## config.mk

```make
export PLATFORM = sky130hd
export DESIGN_NAME = cfg_bridge
export DESIGN_NICKNAME = d
export VERILOG_FILES = /design/src/rtl/cfg_bridge.sv
export SDC_FILE = /design/constraint.sdc
export NUM_CORES = 1
export LEC_CHECK = 0
export CAP_MARGIN = 20
export CELL_PAD_IN_SITES_DETAIL_PLACEMENT = 1
export CELL_PAD_IN_SITES_GLOBAL_PLACEMENT = 2
export CORE_MARGIN = 3
export CORE_UTILIZATION = 22
export CTS_CLUSTER_DIAMETER = 50
export DETAILED_ROUTE_END_ITERATION = 10
export PLACE_DENSITY = 0.81
export SLEW_MARGIN = 5
export SYNTH_ARGS = -nofsm -noshare
export SYNTH_HDL_FRONTEND = slang
export SYNTH_SLANG_ARGS = --single-unit
```

## constraint.sdc

```tcl
create_clock -name clk_i -period 6.7 [get_ports clk_i]
set_input_delay 0.67 -clock clk_i [delete_from_list [all_inputs] [get_ports clk_i]]
set_output_delay 0.67 -clock clk_i [all_outputs]
set_load 0.005 [all_outputs]
```

## src/rtl/cfg_bridge.sv

```systemverilog
// cfg_bridge: Wishbone register window driving N accelerator weight/bias memories.
// A command register launches single-word store/load operations on the port selected
// by the top bits of ADDR; status reports busy/done/error; optional address auto-increment.
module cfg_bridge #(
  parameter int unsigned NUM_PORTS          = 3,
  parameter int unsigned DATA_WORDS         = 4,
  parameter int unsigned ADDR_BW            = 12,
  parameter int unsigned RD_LATENCY         = 1,
  parameter logic [31:0] WISHBONE_BASE_ADDR = 32'h3000_0000,
  localparam int unsigned PSEL_BW           = (NUM_PORTS > 1) ? $clog2(NUM_PORTS) : 1,
  localparam int unsigned VW                = 32 * DATA_WORDS,
  localparam int unsigned LA_BW             = ADDR_BW - PSEL_BW
) (
  input  logic                      clk_i,
  input  logic                      rst_i,
  input  logic                      wbs_stb_i,
  input  logic                      wbs_cyc_i,
  input  logic                      wbs_we_i,
  input  logic [3:0]                wbs_sel_i,
  input  logic [31:0]               wbs_adr_i,
  input  logic [31:0]               wbs_dat_i,
  output logic                      wbs_ack_o,
  output logic [31:0]               wbs_dat_o,
  output logic [LA_BW-1:0]          mem_addr_o,
  output logic [VW-1:0]             mem_wr_data_o,
  output logic [NUM_PORTS-1:0]      mem_wr_en_o,
  output logic [NUM_PORTS-1:0]      mem_rd_en_o,
  input  logic [NUM_PORTS*VW-1:0]   mem_rd_data_i
);

  typedef enum logic [1:0] {StIdle, StWrite, StRead, StWait} state_e;

  state_e                       state_q, state_d;
  logic [ADDR_BW-1:0]           addr_q, addr_d;
  logic [DATA_WORDS-1:0][31:0]  data_q, data_d;
  logic                         done_q, done_d;
  logic                         err_q, err_d;
  logic                         autoinc_q, autoinc_d;
  logic                         ack_q, ack_d;
  logic [31:0]                  rdat_q, rdat_d;
  logic [2:0]                   cnt_q, cnt_d;
  logic [NUM_PORTS-1:0]         wr_en_q, wr_en_d;
  logic [NUM_PORTS-1:0]         rd_en_q, rd_en_d;

  logic [31:0]        offset;
  logic [31:0]        data_off;
  logic [31:0]        rdata;
  logic [31:0]        status;
  logic [PSEL_BW-1:0] psel;
  logic               psel_ok;
  logic               busy;
  logic               accept;
  logic [1:0]         cmd;

  assign offset   = wbs_adr_i - WISHBONE_BASE_ADDR;
  assign data_off = offset - 32'h10;
  assign psel     = addr_q[ADDR_BW-1 -: PSEL_BW];
  assign psel_ok  = 32'(psel) < NUM_PORTS;
  assign busy     = (state_q != StIdle);
  assign accept   = wbs_stb_i & wbs_cyc_i & ~ack_q;
  assign status   = {29'd0, err_q, done_q, busy};
  assign cmd      = wbs_dat_i[1:0];

  function automatic logic [31:0] merge_lanes(input logic [31:0] old_val,
                                              input logic [31:0] new_val,
                                              input logic [3:0]  sel);
    logic [31:0] res;
    for (int i = 0; i < 4; i++) begin
      res[8*i +: 8] = sel[i] ? new_val[8*i +: 8] : old_val[8*i +: 8];
    end
    return res;
  endfunction

  // Register read mux; unmapped and write-only offsets read as zero.
  always_comb begin
    rdata = '0;
    if (offset == 32'h0) begin
      rdata = 32'(addr_q);
    end else if (offset == 32'h8) begin
      rdata = status;
    end
    for (int k = 0; k < DATA_WORDS; k++) begin
      if (data_off == 32'(4 * k)) rdata = data_q[k];
    end
  end

  // Wishbone register writes, command launch and command FSM next state.
  always_comb begin
    state_d   = state_q;
    addr_d    = addr_q;
    data_d    = data_q;
    done_d    = done_q;
    err_d     = err_q;
    autoinc_d = autoinc_q;
    cnt_d     = cnt_q;
    rdat_d    = rdat_q;
    ack_d     = 1'b0;
    wr_en_d   = '0;
    rd_en_d   = '0;

    if (accept) begin
      ack_d  = 1'b1;
      rdat_d = rdata;
      if (wbs_we_i) begin
        if (offset == 32'h0) begin
          // ADDR must stay stable while a command uses it.
          if (busy) err_d = 1'b1;
          else      addr_d = ADDR_BW'(merge_lanes(32'(addr_q), wbs_dat_i, wbs_sel_i));
        end else if (offset == 32'h4) begin
          if (busy) begin
            err_d = 1'b1;
          end else begin
            done_d = 1'b0;
            err_d  = 1'b0;
            if (cmd == 2'b11 || !psel_ok) begin
              err_d  = 1'b1;
              done_d = 1'b1;
            end else if (cmd == 2'b00) begin
              done_d = 1'b1;
            end else begin
              autoinc_d = wbs_dat_i[2];
              if (cmd == 2'b01) begin
                state_d = StWrite;
                wr_en_d = NUM_PORTS'(1) << psel;
              end else begin
                state_d = StRead;
                rd_en_d = NUM_PORTS'(1) << psel;
              end
            end
          end
        end
        for (int k = 0; k < DATA_WORDS; k++) begin
          if (data_off == 32'(4 * k)) data_d[k] = merge_lanes(data_q[k], wbs_dat_i, wbs_sel_i);
        end
      end
    end

    // FSM evaluated after bus writes so a load capture wins over a same-edge DATA write.
    unique case (state_q)
      StIdle: ;
      StWrite: begin
        state_d = StIdle;
        done_d  = 1'b1;
        if (autoinc_q) addr_d = addr_q + 1'b1;
      end
      StRead: begin
        state_d = StWait;
        cnt_d   = 3'(RD_LATENCY - 1);
      end
      StWait: begin
        if (cnt_q == 3'd0) begin
          for (int k = 0; k < DATA_WORDS; k++) begin
            data_d[k] = mem_rd_data_i[32'(psel) * VW + 32 * k +: 32];
          end
          state_d = StIdle;
          done_d  = 1'b1;
          if (autoinc_q) addr_d = addr_q + 1'b1;
        end else begin
          cnt_d = cnt_q - 3'd1;
        end
      end
      default: state_d = StIdle;
    endcase
  end

  // State registers; reset aborts any command in flight.
  always_ff @(posedge clk_i or posedge rst_i) begin
    if (rst_i) begin
      state_q   <= StIdle;
      addr_q    <= '0;
      data_q    <= '0;
      done_q    <= 1'b0;
      err_q     <= 1'b0;
      autoinc_q <= 1'b0;
      cnt_q     <= '0;
      ack_q     <= 1'b0;
      rdat_q    <= '0;
      wr_en_q   <= '0;
      rd_en_q   <= '0;
    end else begin
      state_q   <= state_d;
      addr_q    <= addr_d;
      data_q    <= data_d;
      done_q    <= done_d;
      err_q     <= err_d;
      autoinc_q <= autoinc_d;
      cnt_q     <= cnt_d;
      ack_q     <= ack_d;
      rdat_q    <= rdat_d;
      wr_en_q   <= wr_en_d;
      rd_en_q   <= rd_en_d;
    end
  end

  assign wbs_ack_o     = ack_q;
  assign wbs_dat_o     = rdat_q;
  assign mem_addr_o    = addr_q[LA_BW-1:0];
  assign mem_wr_data_o = data_q;
  assign mem_wr_en_o   = wr_en_q;
  assign mem_rd_en_o   = rd_en_q;

endmodule

```

Word level (Yosys, flattened, before mapping). Index checks and enable logic that the tools add are counted.

Equality and inequality tests: 12. Magnitude comparators: 1. Multiplexer cells: 82. Shift operators: 5. Add/sub/neg operators: 7. Bitwise operators: 7. Reductions and logical operators: 12.

Operators by type and width (count): variable part select 384 x 11 -> 32 bit (3); 2-to-1 mux 128 bit (4); variable part select 384 x 10 -> 32 bit (1); 2-to-1 mux 32 bit (8); 2-to-1 mux 8 bit (17); == test 32 x 4 -> 1 bit (second input constant) (3); 2-to-1 mux 12 bit (7); == test 32 x 3 -> 1 bit (second input constant) (2); logical NOT 32 bit (2); 2-to-1 mux 3 bit (18); subtractor 32 x 30 -> 32 bit (second input constant) (1); subtractor 32 x 5 -> 32 bit (second input constant) (1); one-hot mux 12 bit (2 select lines) (1); adder 9 x 7 -> 10 bit (second input constant) (2); 2-to-1 mux 2 bit (9); 2-to-1 mux 1 bit (14); adder 12 x 1 -> 12 bit (second input constant) (1); adder 9 x 6 -> 10 bit (second input constant) (1); AND reduction 7 bit (1); == test 2 bit (second input constant) (3); one-hot mux 2 bit (3 select lines) (1); one-hot mux 3 bit (2 select lines) (1); nonzero test 2 bit (3); NOT 1 bit (5); other kinds (14) (17).

Input bits: 457. Output and inout port bits: 177. Register bits after elaboration: 187. Logic and storage cells: 140.

Longest topological paths before layout.
Depth in word-level cells: 11. Mapped depth: 11. Gate-level depth less buffers: 9.

Worst setup path before layout. Ideal clock, no wire load.

Kind: input -> register. Start point: input wbs_adr_i[15]. End point: register data_q, in the netlist mem_wr_data_o[55]. Data arrival time: 2.915 ns. Path slack: 3.653 ns. Stages: 9. Required time: 6.568 ns. Setup time: 0.132 ns. Cell sequence: nor4_4 nand4_1 a2bb2oi_1 nor4b_4 nand4_4 buf_6 nor3_4 mux2i_1 o21ai_1.

RTL lines: from (decl) (RTL line 20) `input logic [31:0] wbs_adr_i,`; to (signal assigned) (RTL line 183) `data_q <= data_d;`; to (decl) (RTL line 35) `logic [DATA_WORDS-1:0][31:0] data_q, data_d;`.

==> impl_metrics.env <==
export IMPL_synth_async_sr_flop_share_pct=100
export IMPL_kind_of_cell_adding_the_most_delay_to_the_critical_path="simple AND/OR/NAND/NOR gates"
export IMPL_run_status="finished clean"
export IMPL_rsz_0062_raised_after_global_routing="no"
export IMPL_cellPowerDensity_nw_per_um2=152
export IMPL_fp_row_count=87
export IMPL_dr_first_iter_drc_count=729
export IMPL_vias=13779
export IMPL_netlist_cell_type_count=57
export IMPL_drc=0
export IMPL_ios=634
export IMPL_die_height_um=246
export IMPL_avgViaCountPerCell=4.88
export IMPL_worst_setup_hold_path_clk_slew_ps=80
export IMPL_timing_setup_critical_path_class="input pin to flip-flop"
export IMPL_final_setup_viol_count=0
export IMPL_place_area_um2=19600
export IMPL_grt_antenna_before_repair=1
export IMPL_wl_per_cell_um=24.8
export IMPL_synth_seq_area_share_pct=36.9
export IMPL_fmax_mhz=254
export IMPL_clkSinkCount=187
export IMPL_synth_flop_cell="dfrtp_1"
export IMPL_grt_first_pass_wirelength_um=98500
export IMPL_synthToLayoutAreaGrowth_pct=59.7
export IMPL_syn_cell_area_um2=12700
export IMPL_dr_pass1_iters=5
export IMPL_synth_enable_flop_cells=0
export IMPL_synth_seq_cells=187
export IMPL_timing_critical_path_slowest_stage_cell="or3_1"
export IMPL_gp_routability_congestion=0.906
export IMPL_power_leakage_nw=7.24
export IMPL_numCtsBuffers=17
export IMPL_layout_cells_most_common_list="632 x clkdlybuf4s50_1, 299 x nand2_1, 276 x mux2i_1"
export IMPL_skew_ps=12.1
export IMPL_timing_critical_path_buf_inv=2
export IMPL_core_area_um2=56700
export IMPL_pre_cts_ws_ps=2290
export IMPL_timing_final_ws_setup_ps=2770
export IMPL_maxCapViolations=0
export IMPL_synth_fp_nets=1969
export IMPL_finalNonFillerCells=2826
export IMPL_clock_tree_htree_level_count=4
export IMPL_post_route_cell_area_um2=20300
export IMPL_final_max_slew_violation_count=0
export IMPL_fin_total_pwr_mw=3.08
export IMPL_worst_endpoint_required_ps=7100
export IMPL_critical_path_peak_fanout=24
export IMPL_cts_hold_buffers_added=0
export IMPL_finalSetupTns_ps=0
export IMPL_startpoint_kind_of_the_worst_setup_timing_path="input pin"
export IMPL_postcts_resize_cnt=0
export IMPL_die_width_um=246
export IMPL_final_hold_vios=0
export IMPL_max_slew_worst_pin_slew_ps=924
export IMPL_finish_net_count=2518
export IMPL_slowest_delay_ps=670
export IMPL_synthesis_yosys_warnings=0
export IMPL_cts_root_to_sink_buffers=2
export IMPL_tritoncts="yes"
export IMPL_final_fill_count=6591
export IMPL_power_ir_vdd_worst_mv=0.209
export IMPL_slew_limit_headroom_pct=38.0
export IMPL_area_enclosed_by_the_die_boundary_um2=60600
export IMPL_fraction_of_layout_instances_using_a_drive_strength_above_1_pct=5.03
export IMPL_post_place_cells=2793
export IMPL_cts_setup_buffers=0
export IMPL_end_kind="flip-flop"
export IMPL_layout_cells_most_common="clkdlybuf4s50_1"
export IMPL_fin_crit_ps=3930
export IMPL_period_share_pct=58.7
export IMPL_initial_utilization_pct=22.4
export IMPL_clock_tree_root_cell="clkbuf_16"
export IMPL_grt_start_max_net_pins=110
export IMPL_postRouteAntennaNets=0
export IMPL_post_synth_inst_count=1507
export IMPL_route_final_wire_length_um=70100
export IMPL_detailed_place_hpwl_um=55200
export IMPL_clock_insertion_delay_worst_skew_ps=500
export IMPL_crit_top_cell="or3_1"
export IMPL_placement_io_buffers=633
export IMPL_worst_endpoint_arrival_ps=4330
export IMPL_path_cells="clkdlybuf4s50_1, ha_1, nor2b_1, nand3_1, or3_1, nor4_1, nand4_1, buf_4, or3_1, mux2i_1, o21ai_0"
export IMPL_grt_ovfl_total=0
export IMPL_synth_avg_cell_area_um2=8.42
export IMPL_combined_global_route_utilization_of_all_metal_layers_pct=22.3
export IMPL_first_global_vias=14722
export IMPL_worstHoldPathType="flip-flop to flip-flop"
## final cells by class
cell class,count,area (µm²),area share [%]
sequential,187,4690,23.1
clock inverter,15,190,0.939
antenna,1,2.50,0.0123
tap,756,946,4.67
multi-input combinational,1194,7510,37.1
timing repair buffer,649,6460,31.9
clock buffer,17,425,2.10
inverter,7,33.8,0.167
## cell usage after synthesis, drive strengths merged (5+ instances only)
| master | instances | area [µm²] |
|---|---|---|
| nand2 | 300 | 1130 |
| o21ai | 297 | 1490 |
| mux2i | 276 | 2760 |
| dfrtp | 187 | 4680 |
| clkbuf | 93 | 350 |
| nor2 | 85 | 324 |
| nor3 | 36 | 270 |
| a211oi | 30 | 225 |
| buf | 26 | 150 |
| nand3 | 20 | 105 |
| a21oi | 18 | 90.1 |
| nand4 | 14 | 118 |
| o22ai | 11 | 68.8 |
| or2 | 11 | 68.8 |
| and3 | 9 | 56.3 |
| nor4 | 9 | 98.8 |
| a22oi | 8 | 60.1 |
| mux2 | 7 | 78.8 |
| nor2b | 7 | 43.8 |
| o221a | 7 | 78.8 |
| inv | 6 | 22.5 |
| nand2b | 6 | 37.5 |
| or3 | 6 | 37.5 |
| ha | 5 | 62.6 |
## kinds of logic (layout without fill, tap and decap cells)
family          Yosys count  count (layout)  synth area share [%]
fa+ha+maj                 6               6                 0.582
mux                     283             283                  22.4
xor+xnor                  4               4                 0.276
compound gates          386             386                  16.8
other cells               0               1                     0
simple gates            515             515                  18.9
buf+inv                 126             688                  4.15
flops                   187             187                  36.9
## worst min-delay path: cells and delay by family (launching register included)
family | cells | cell delay, ps
AO/OA/AOI/OAI | 1 | 70
flip-flops | 1 | 360
AND/OR/NAND/NOR | 1 | 50
## layer usage
metal | GRT usage [%] | share of wire, %
met1 | 26.6 | 41
met4 | 7.87 | 3.0
met5 | 0 | 0.016
met3 | 5.98 | 6.7
met2 | 38.3 | 50
## per-stage QoR
step                      utilization, %  hold WS [ps]
after floorplan                        -           473
after global placement              34.6           466
after detailed placement            34.6           503
after CTS                           35.7           520
after global routing                35.7           550
final                               35.7           517
## power breakdown
group / switching, mW / total [mW] / internal (mW)
Clock: 0.531 / 1.13 / 0.594
Sequential: 0.0623 / 1.25 / 1.19
Combinational: 0.281 / 0.704 / 0.423
## flip-flops by register name, indices dropped and copies added, names as in the netlist
| register | count |
|---|---|
| mem_wr_en_o | 3 |
| mem_rd_en_o | 3 |
| mem_wr_data_o | 128 |
| addr_q | 12 |
| autoinc_q | 1 |
| wbs_dat_o | 32 |
| cnt_q | 3 |
| wbs_ack_o | 1 |
| done_q | 1 |
| state_q | 2 |
| err_q | 1 |
## path summary, 6_finish.rpt
path	endpoint	cells after the start	from	slack (ps)
setup / recovery	mem_wr_data_o[20]$_DFF_PP0_	11	wbs_adr_i[28]	2770
hold / removal	wbs_dat_o[3]$_DFFE_PP0P_	2	wbs_dat_o[3]$_DFFE_PP0P_	520
setup reg to reg	mem_wr_data_o[65]$_DFF_PP0_	7	cnt_q[0]$_DFFE_PP0P_	3760
hold reg to reg	wbs_dat_o[3]$_DFFE_PP0P_	2	wbs_dat_o[3]$_DFFE_PP0P_	520
max in group asynchronous	addr_q[11]$_DFF_PP0_	3	rst_i	4750
min in group asynchronous	mem_wr_data_o[11]$_DFF_PP0_	2	rst_i	700
No activity file was read; power rests on OpenSTA's default activity.
